### src/rtl/decode_stage.sv
// Registered MIPS decode stage: ID/EX pipeline register, load-use bubble insertion, EX flush.
// Optional stall counter output stall_cnt is built only when DECODE_PERF_EN is defined.
module decode_stage #(
    parameter int DWIDTH = 32,
    parameter int CNT_W  = 16
) (
    input  logic              clk,
    input  logic              rstn,
    input  logic              in_valid,
    output logic              in_ready,
    input  logic [DWIDTH-1:0] instr,
    input  logic [DWIDTH-1:0] pc,
    input  logic              flush,
    output logic              out_valid,
    input  logic              out_ready,
    output logic [3:0]        out_op,
    output logic [1:0]        out_ssel,
    output logic [DWIDTH-1:0] out_imm,
    output logic [4:0]        out_rs1_id,
    output logic [4:0]        out_rs2_id,
    output logic [4:0]        out_rdst_id,
    output logic              out_we_regfile,
    output logic              out_we_dmem,
    output logic              out_mem_read,
    output logic [2:0]        out_jump_type,
    output logic [DWIDTH-1:0] out_jump_addr,
    output logic [DWIDTH-1:0] out_pc
`ifdef DECODE_PERF_EN
    ,
    output logic [CNT_W-1:0]  stall_cnt
`endif
);

    localparam logic [3:0] OP_AND   = 4'b0000;
    localparam logic [3:0] OP_OR    = 4'b0001;
    localparam logic [3:0] OP_ADD   = 4'b0010;
    localparam logic [3:0] OP_SUB   = 4'b0110;
    localparam logic [3:0] OP_SLT   = 4'b0111;
    localparam logic [3:0] OP_JR    = 4'b1000;
    localparam logic [3:0] OP_NOR   = 4'b1100;
    localparam logic [3:0] OP_UNDEF = 4'b1111;

    localparam logic [1:0] SSEL_RS2  = 2'b00;
    localparam logic [1:0] SSEL_IMM  = 2'b01;
    localparam logic [1:0] SSEL_LINK = 2'b10;
    localparam logic [1:0] SSEL_NONE = 2'b11;

    localparam logic [2:0] JT_NONE = 3'b000;
    localparam logic [2:0] JT_BEQ  = 3'b001;
    localparam logic [2:0] JT_J    = 3'b010;
    localparam logic [2:0] JT_JR   = 3'b011;

    localparam logic [DWIDTH-1:0] PC_HI_MASK = {{(DWIDTH-28){1'b1}}, 28'b0};

    if (DWIDTH < 32 || CNT_W < 1) begin : g_param_check
        $error("decode_stage: DWIDTH must be >= 32 and CNT_W >= 1");
    end

    logic [5:0] opcode;
    logic [5:0] funct;
    logic [4:0] rs;
    logic [4:0] rt;
    logic [4:0] rd_f;

    assign opcode = instr[31:26];
    assign rs     = instr[25:21];
    assign rt     = instr[20:16];
    assign rd_f   = instr[15:11];
    assign funct  = instr[5:0];

    logic [3:0]        dec_op;
    logic [1:0]        dec_ssel;
    logic [4:0]        dec_rs1;
    logic [4:0]        dec_rs2;
    logic [4:0]        dec_rd;
    logic              dec_we_rf;
    logic              dec_we_dm;
    logic              dec_mr;
    logic [2:0]        dec_jt;
    logic              dec_uses_rt;
    logic              dec_r_alu;
    logic [DWIDTH-1:0] dec_imm;
    logic [DWIDTH-1:0] dec_jaddr;

    always_comb begin
        dec_op      = OP_UNDEF;
        dec_ssel    = SSEL_NONE;
        dec_rs1     = 5'd0;
        dec_rs2     = 5'd0;
        dec_rd      = 5'd0;
        dec_we_rf   = 1'b0;
        dec_we_dm   = 1'b0;
        dec_mr      = 1'b0;
        dec_jt      = JT_NONE;
        dec_uses_rt = 1'b0;
        dec_r_alu   = 1'b0;
        case (opcode)
            6'b000000: begin
                dec_uses_rt = (funct != 6'b001000);
                case (funct)
                    6'b100000: begin dec_op = OP_ADD; dec_r_alu = 1'b1; end
                    6'b100010: begin dec_op = OP_SUB; dec_r_alu = 1'b1; end
                    6'b100100: begin dec_op = OP_AND; dec_r_alu = 1'b1; end
                    6'b100101: begin dec_op = OP_OR;  dec_r_alu = 1'b1; end
                    6'b100111: begin dec_op = OP_NOR; dec_r_alu = 1'b1; end
                    6'b101010: begin dec_op = OP_SLT; dec_r_alu = 1'b1; end
                    6'b001000: begin
                        dec_op  = OP_JR;
                        dec_rs1 = rs;
                        dec_jt  = JT_JR;
                    end
                    default: ;
                endcase
                if (dec_r_alu) begin
                    dec_rs1   = rs;
                    dec_rs2   = rt;
                    dec_rd    = rd_f;
                    dec_ssel  = SSEL_RS2;
                    dec_we_rf = 1'b1;
                end
            end
            6'b001000, 6'b001010: begin
                dec_op    = (opcode == 6'b001000) ? OP_ADD : OP_SLT;
                dec_ssel  = SSEL_IMM;
                dec_rs1   = rs;
                dec_rd    = rt;
                dec_we_rf = 1'b1;
            end
            6'b100011: begin
                dec_op    = OP_ADD;
                dec_ssel  = SSEL_IMM;
                dec_rs1   = rs;
                dec_rd    = rt;
                dec_we_rf = 1'b1;
                dec_mr    = 1'b1;
            end
            6'b101011: begin
                dec_op      = OP_ADD;
                dec_ssel    = SSEL_IMM;
                dec_rs1     = rs;
                dec_rs2     = rt;
                dec_we_dm   = 1'b1;
                dec_uses_rt = 1'b1;
            end
            6'b000100: begin
                dec_op      = OP_SUB;
                dec_ssel    = SSEL_RS2;
                dec_rs1     = rs;
                dec_rs2     = rt;
                dec_jt      = JT_BEQ;
                dec_uses_rt = 1'b1;
            end
            6'b000010: dec_jt = JT_J;
            6'b000011: begin
                dec_op    = OP_ADD;
                dec_ssel  = SSEL_LINK;
                dec_rd    = 5'd31;
                dec_we_rf = 1'b1;
                dec_jt    = JT_J;
            end
            default: ;
        endcase
    end

    assign dec_imm   = {{(DWIDTH-16){instr[15]}}, instr[15:0]};
    // Jump region comes from pc+4, so a jump in the last slot of a 256MB region lands in the next one.
    assign dec_jaddr = (dec_jt == JT_J)
                     ? (((pc + DWIDTH'(4)) & PC_HI_MASK) | DWIDTH'({instr[25:0], 2'b00}))
                     : '0;

    logic              valid_q, valid_d;
    logic [3:0]        op_q;
    logic [1:0]        ssel_q;
    logic [DWIDTH-1:0] imm_q;
    logic [4:0]        rs1_q, rs2_q, rd_q;
    logic              we_rf_q, we_dm_q, mr_q;
    logic [2:0]        jt_q;
    logic [DWIDTH-1:0] jaddr_q;
    logic [DWIDTH-1:0] pc_q;
    logic              hazard;
    logic              load;

    assign hazard = valid_q & mr_q & (rd_q != 5'd0) &
                    ((rs == rd_q) | (dec_uses_rt & (rt == rd_q)));
    assign in_ready = flush | ((~valid_q | out_ready) & ~hazard);
    assign load     = in_valid & in_ready & ~flush;

    always_comb begin
        valid_d = valid_q;
        if (flush)
            valid_d = 1'b0;
        else if (hazard & out_ready)
            valid_d = 1'b0;
        else if (in_valid & in_ready)
            valid_d = 1'b1;
        else if (out_ready)
            valid_d = 1'b0;
    end

    always_ff @(posedge clk or negedge rstn) begin
        if (!rstn) begin
            valid_q <= 1'b0;
            op_q    <= OP_UNDEF;
            ssel_q  <= SSEL_NONE;
            imm_q   <= '0;
            rs1_q   <= 5'd0;
            rs2_q   <= 5'd0;
            rd_q    <= 5'd0;
            we_rf_q <= 1'b0;
            we_dm_q <= 1'b0;
            mr_q    <= 1'b0;
            jt_q    <= JT_NONE;
            jaddr_q <= '0;
            pc_q    <= '0;
        end else begin
            valid_q <= valid_d;
            if (load) begin
                op_q    <= dec_op;
                ssel_q  <= dec_ssel;
                imm_q   <= dec_imm;
                rs1_q   <= dec_rs1;
                rs2_q   <= dec_rs2;
                rd_q    <= dec_rd;
                we_rf_q <= dec_we_rf;
                we_dm_q <= dec_we_dm;
                mr_q    <= dec_mr;
                jt_q    <= dec_jt;
                jaddr_q <= dec_jaddr;
                pc_q    <= pc;
            end
        end
    end

    assign out_valid      = valid_q;
    assign out_op         = op_q;
    assign out_ssel       = ssel_q;
    assign out_imm        = imm_q;
    assign out_rs1_id     = rs1_q;
    assign out_rs2_id     = rs2_q;
    assign out_rdst_id    = rd_q;
    assign out_we_regfile = we_rf_q;
    assign out_we_dmem    = we_dm_q;
    assign out_mem_read   = mr_q;
    assign out_jump_type  = jt_q;
    assign out_jump_addr  = jaddr_q;
    assign out_pc         = pc_q;

`ifdef DECODE_PERF_EN
    logic [CNT_W-1:0] cnt_q, cnt_d;

    always_comb begin
        cnt_d = cnt_q;
        if (in_valid & hazard & ~flush & ~(&cnt_q))
            cnt_d = cnt_q + CNT_W'(1);
    end

    always_ff @(posedge clk or negedge rstn) begin
        if (!rstn)
            cnt_q <= '0;
        else
            cnt_q <= cnt_d;
    end

    assign stall_cnt = cnt_q;
`endif

endmodule

### config.mk
export PLATFORM = sky130hd
export DESIGN_NAME = decode_stage
export DESIGN_NICKNAME = d
export VERILOG_FILES = /design/src/rtl/decode_stage.sv
export SDC_FILE = /design/constraint.sdc
export NUM_CORES = 1
export LEC_CHECK = 0
export CORE_MARGIN = 2
export CORE_UTILIZATION = 44
export CTS_CLUSTER_DIAMETER = 60
export DETAILED_ROUTE_END_ITERATION = 6
export PLACE_DENSITY = 0.81
export SLEW_MARGIN = 10
export SYNTH_ARGS = -nofsm -noshare
export SYNTH_HDL_FRONTEND = slang
export SYNTH_SLANG_ARGS = --single-unit
### constraint.sdc
create_clock -name clk -period 3.56 [get_ports clk]
set_input_delay 0.712 -clock clk [delete_from_list [all_inputs] [get_ports clk]]
set_output_delay 0.712 -clock clk [all_outputs]
set_load 0.1 [all_outputs]
# Yosys cells after proc, flatten, opt, wreduce, memory -nomap -nowiden
# Index checks and enable logic that the tools add are counted.
# word_totals
register_bits	108
wordCells	85
# op_classes
n_addsub	1
n_eq_ne	18
muxes	26
n_bitwise	15
n_reduce_logical	12
# op_table
op	count
$eq A6 B6 Y1 const B	8
$add A32 B3 Y32 const B	1
$mux W32	1
$or A32 B28 Y32	1
$pmux W4 S7	1
$mux W5	4
$pmux W5 S2	2
$eq A6 B4 Y1 const B	3
$pmux W4 S4	1
$pmux W5 S3	1
$eq A6 B2 Y1 const B	2
$eq A5 B5 Y1	2
$mux W1	9
$and A1 B1 Y1	8
$pmux W2 S4	1
$reduce_or A4 Y1	2
$eq A6 B3 Y1 const B	1
$logic_not A6 Y1	1
$ne A6 B4 Y1 const B	1
$pmux W2 S3	1
$reduce_or A2 Y1	3
$reduce_or A3 Y1	2
$reduce_or A6 Y1	1
$reduce_bool A5 Y1	1
other kinds (8)	14

# Longest topological paths before layout
# logic_depth
depth_word	13
mapped_depth	9

# Worst setup path after synthesis
# OpenSTA, ideal clock, no wires.
# synth_path
path_kind	input to output
from	input instr[0]
to	output in_ready
arrival_ns	2.857
t_required_ns	2.848
setup_slack_ns	-0.009
stages	7
n_path_buf	1
path_cell_list	clkbuf_1 > or4b_1 > o211a_1 > o311a_1 > nor2_1 > o21ai_0 > nand2b_1
# synth_via
elab_chain_cells	8
# synth_lines
item	line	source
from (decl)	11	input logic [DWIDTH-1:0] instr,
$ne A6 B4 Y1	99	dec_uses_rt = (funct != 6'b001000);
$pmux W1 S2	97	case (opcode)
$and A1 B1 Y1	184	((rs == rd_q) | (dec_uses_rt & (rt == rd_q)));
$or A1 B1 Y1	184	
$and A1 B1 Y1	183	assign hazard = valid_q & mr_q & (rd_q != 5'd0) &
$not A1 Y1	185	assign in_ready = flush | ((~valid_q | out_ready) & ~hazard);
$and A1 B1 Y1	185	
$or A1 B1 Y1	185	
to (decl)	10	output logic in_ready,
# No other way between the ends.

# Worst setup path in the final report
# layout_path
from	input instr[5]
to	output in_ready
# The elaborated chain is that of the path after synthesis.

==> results.sh <==
export IMPL_outcome="complete, but fails checks"
export IMPL_violations="design-rule violations"
export IMPL_grt_pass1_vias=4538
export IMPL_crit_arrival_ns=2.75
export IMPL_drive_above_1_share_pct=10.8
export IMPL_fin_crit_ns=3.46
export IMPL_ys_seq_area_share_pct=54.1
export IMPL_cts_root_buf="clkbuf_8"
export IMPL_nets=811
export IMPL_num_rows=38
export IMPL_setup_worst_path_class="input port to primary output"
export IMPL_grt_pass1_wl_um=22300
export IMPL_drtIter0Drc=273
export IMPL_period_share_pct=97.2
export IMPL_die_area_mm2=0.0119
export IMPL_clk_pin_slew_worst_paths_ns=0.09
export IMPL_via_per_inst=5.19
export IMPL_wire_per_inst_um=15.6
export IMPL_netlist_area_mm2=0.00487
export IMPL_post_synth_top_count_cell="nand2_1"
export IMPL_ant_nets=0
export IMPL_cts_tree="done"
export IMPL_final_setup_skew_ns=0.00728
export IMPL_power_leakage_nw=3.40
export IMPL_fin_tns_setup_ns=0
export IMPL_antenna_cells=0
export IMPL_ys_top_cells_by_area="dfrtp_1 51%, nand2_1 18%, nand3_1 4.2%"
export IMPL_worstPathRequired_ns=2.85
export IMPL_cts_buffers=9
export IMPL_yosys_warnings=0
export IMPL_whs_ns=0.362
export IMPL_power_w=0.00426
export IMPL_h_tree_depth=3
export IMPL_wl_um=13900
export IMPL_max_slew_margin_pct=32.2
export IMPL_firstDrtPassIters=7
export IMPL_synth_edf_count=0
export IMPL_powerDensity_mw_per_mm2=600
export IMPL_die_w_um=109
export IMPL_fin_ws_ns=0.0988
export IMPL_insertion_delay_ns=0.36
export IMPL_cp_end_kind="primary output"
export IMPL_hold_class="input port to async pin"
export IMPL_syn_avg_cell_area_um2=8.64
export IMPL_final_hold_violation_count=0
export IMPL_ys_seq_elements=105
export IMPL_cp_max_fo=3
export IMPL_core_area_mm2=0.0108
export IMPL_max_freq_ghz=0.289
export IMPL_syn2layout_area_growth_pct=45.8
export IMPL_drc=1
export IMPL_vias=4601
export IMPL_start_util_pct=45.0
export IMPL_track_usage_pct=23.9
export IMPL_die_h_um=109
export IMPL_cts_sinks=105
export IMPL_post_dp_cell_area_mm2=0.00686
export IMPL_yosysTopAreaCellShare_pct=50.8
export IMPL_port_buffers=190
export IMPL_final_cell_area_mm2=0.00711
export IMPL_ir_drop_uv=554
export IMPL_synth_async_reset_ratio_pct=100
export IMPL_pre_cts_slack_ns=0.0229
export IMPL_clockBufferDepth=2
export IMPL_maxSlewViolCount=0
export IMPL_antenna_found_initial=0
export IMPL_tightest_slew_ns=1.01
export IMPL_synth_commonest_cells="238 x nand2_1, 99 x dfrtp_1, 41 x nand3_1, 22 x buf_4, 18 x nor2_1"
export IMPL_grt_setup_unrepaired="no"
export IMPL_synth_cells=564
export IMPL_synth_main_ff_cell="dfrtp_1"
export IMPL_synth_top_area_cell="dfrtp_1"
export IMPL_grt_ovfl_total=0
export IMPL_dpl_hpwl_um=10300
export IMPL_synth_cell_types=45
export IMPL_maxCapViolations=0
export IMPL_finalSetupViolCount=0
export IMPL_grt_max_degree=106
export IMPL_gp_congestion=0.927
export IMPL_pin_count=194
export IMPL_cp_start_kind="input port"
==> sequential cells by signal (all words and copies together), names as in the netlist <==
name	flops
out_pc	32
out_jump_addr	30
out_imm	16
out_rdst_id	5
out_rs1_id	5
out_rs2_id	5
out_op	4
out_jump_type	2
out_ssel	2
out_mem_read	1
out_valid	1
out_we_dmem	1
out_we_regfile	1
==> final timing paths <==
kind | start | endpoint | slack (ns) | cells past startpoint
worst max-delay path | instr[5] | in_ready | 0.1 | 8
worst min register to register | out_rs2_id[4] | out_rs2_id[4] | 0.47 | 2
max in group asynchronous | rstn | out_pc[10] | 2.70 | 2
worst min-delay path | rstn | out_imm[9] | 0.36 | 2
min in group clk | out_rs2_id[4] | out_rs2_id[4] | 0.47 | 2
worst max register to register | out_rdst_id[0] | out_rdst_id[1] | 1.29 | 7
==> repair_timing <==
| action | 4_1_cts | 5_1_grt |
|---|---|---|
| setup endpoints to repair | 0 | 1 |
| gates resized for setup | 0 | 4 |
| hold endpoints to repair | 0 | 0 |
| setup buffers | 0 | 0 |
| hold buffers | 0 | 0 |
==> cells in the final DEF, fill, tap and decap left out, types with 2 or more instances in the layout <==
cell type / n
inv_1: 3
o21ai_0: 15
nor2b_1: 5
nor3_1: 6
buf_4: 45
nand4_1: 7
and4_1: 2
xor2_1: 11
nand2_1: 238
nand3_1: 41
a221oi_1: 5
o31ai_1: 9
nand2b_1: 2
a21oi_1: 6
o21ai_1: 2
dlymetal6s2s_1: 2
or4_1: 2
nor2_1: 18
conb_1: 3
dfstp_2: 6
a31oi_1: 8
bufinv_16: 2
buf_12: 5
nor4_1: 3
clkbuf_8: 12
xnor2_1: 3
clkdlybuf4s50_1: 162
nor3b_1: 2
dfrtp_1: 99
==> worst max-delay path, cell delays in order <==
cell             delay (ns)
clkdlybuf4s50_1        0.46
or4b_4                 0.52
o211a_1                0.26
o311a_1                0.32
nor2_1                 0.12
o21ai_1                0.08
nand2b_2               0.11
buf_12                 0.17
==> report_power, final <==
part | leakage, nW | total (W) | switching, W | internal, W
Sequential | 1.36 | 0.00142 | 0.0000860 | 0.00133
Combinational | 1.92 | 0.00200 | 0.00157 | 0.000425
Clock | 0.123 | 0.000849 | 0.000395 | 0.000454
==> final cells by class <==
cell class | count | area, um2
Clock buffer | 12 | 165
Clock inverter | 4 | 73.8
Tap cell | 140 | 175
Timing Repair Buffer | 214 | 2080
Sequential cell | 105 | 2640
Multi-Input combinational cell | 409 | 1960
Fill cell | 891 | 3730
Inverter | 3 | 11.3
==> routing by layer <==
layer	up-vias	track usage [%]	part of all wire, %
met3	18	7.95	9.9
met2	192	40.4	49
met4	0	7.78	1.4
met5	-	0	0
li1	2200	-	-
met1	2191	29.0	40
==> cells by family (layout without fill, tap and decap cells) <==
family / Yosys count / after routing / synth area share, %
AND/OR/NAND/NOR: 336 / 336 / 29.2
flip-flops: 105 / 105 / 54.1
other: 1 / 3 / 0.0769
XOR/XNOR: 14 / 14 / 2.52
AO/OA/AOI/OAI: 56 / 56 / 8.01
buffers and inverters: 52 / 233 / 6.11
==> per-stage QoR <==
stage,utilization (%),instances
after floorplan,-,566
after global placement,63.3,871
after detailed placement,63.3,871
after CTS,65.5,887
after global routing,65.5,887
final,65.5,887
No activity file was read; power rests on OpenSTA's default activity.
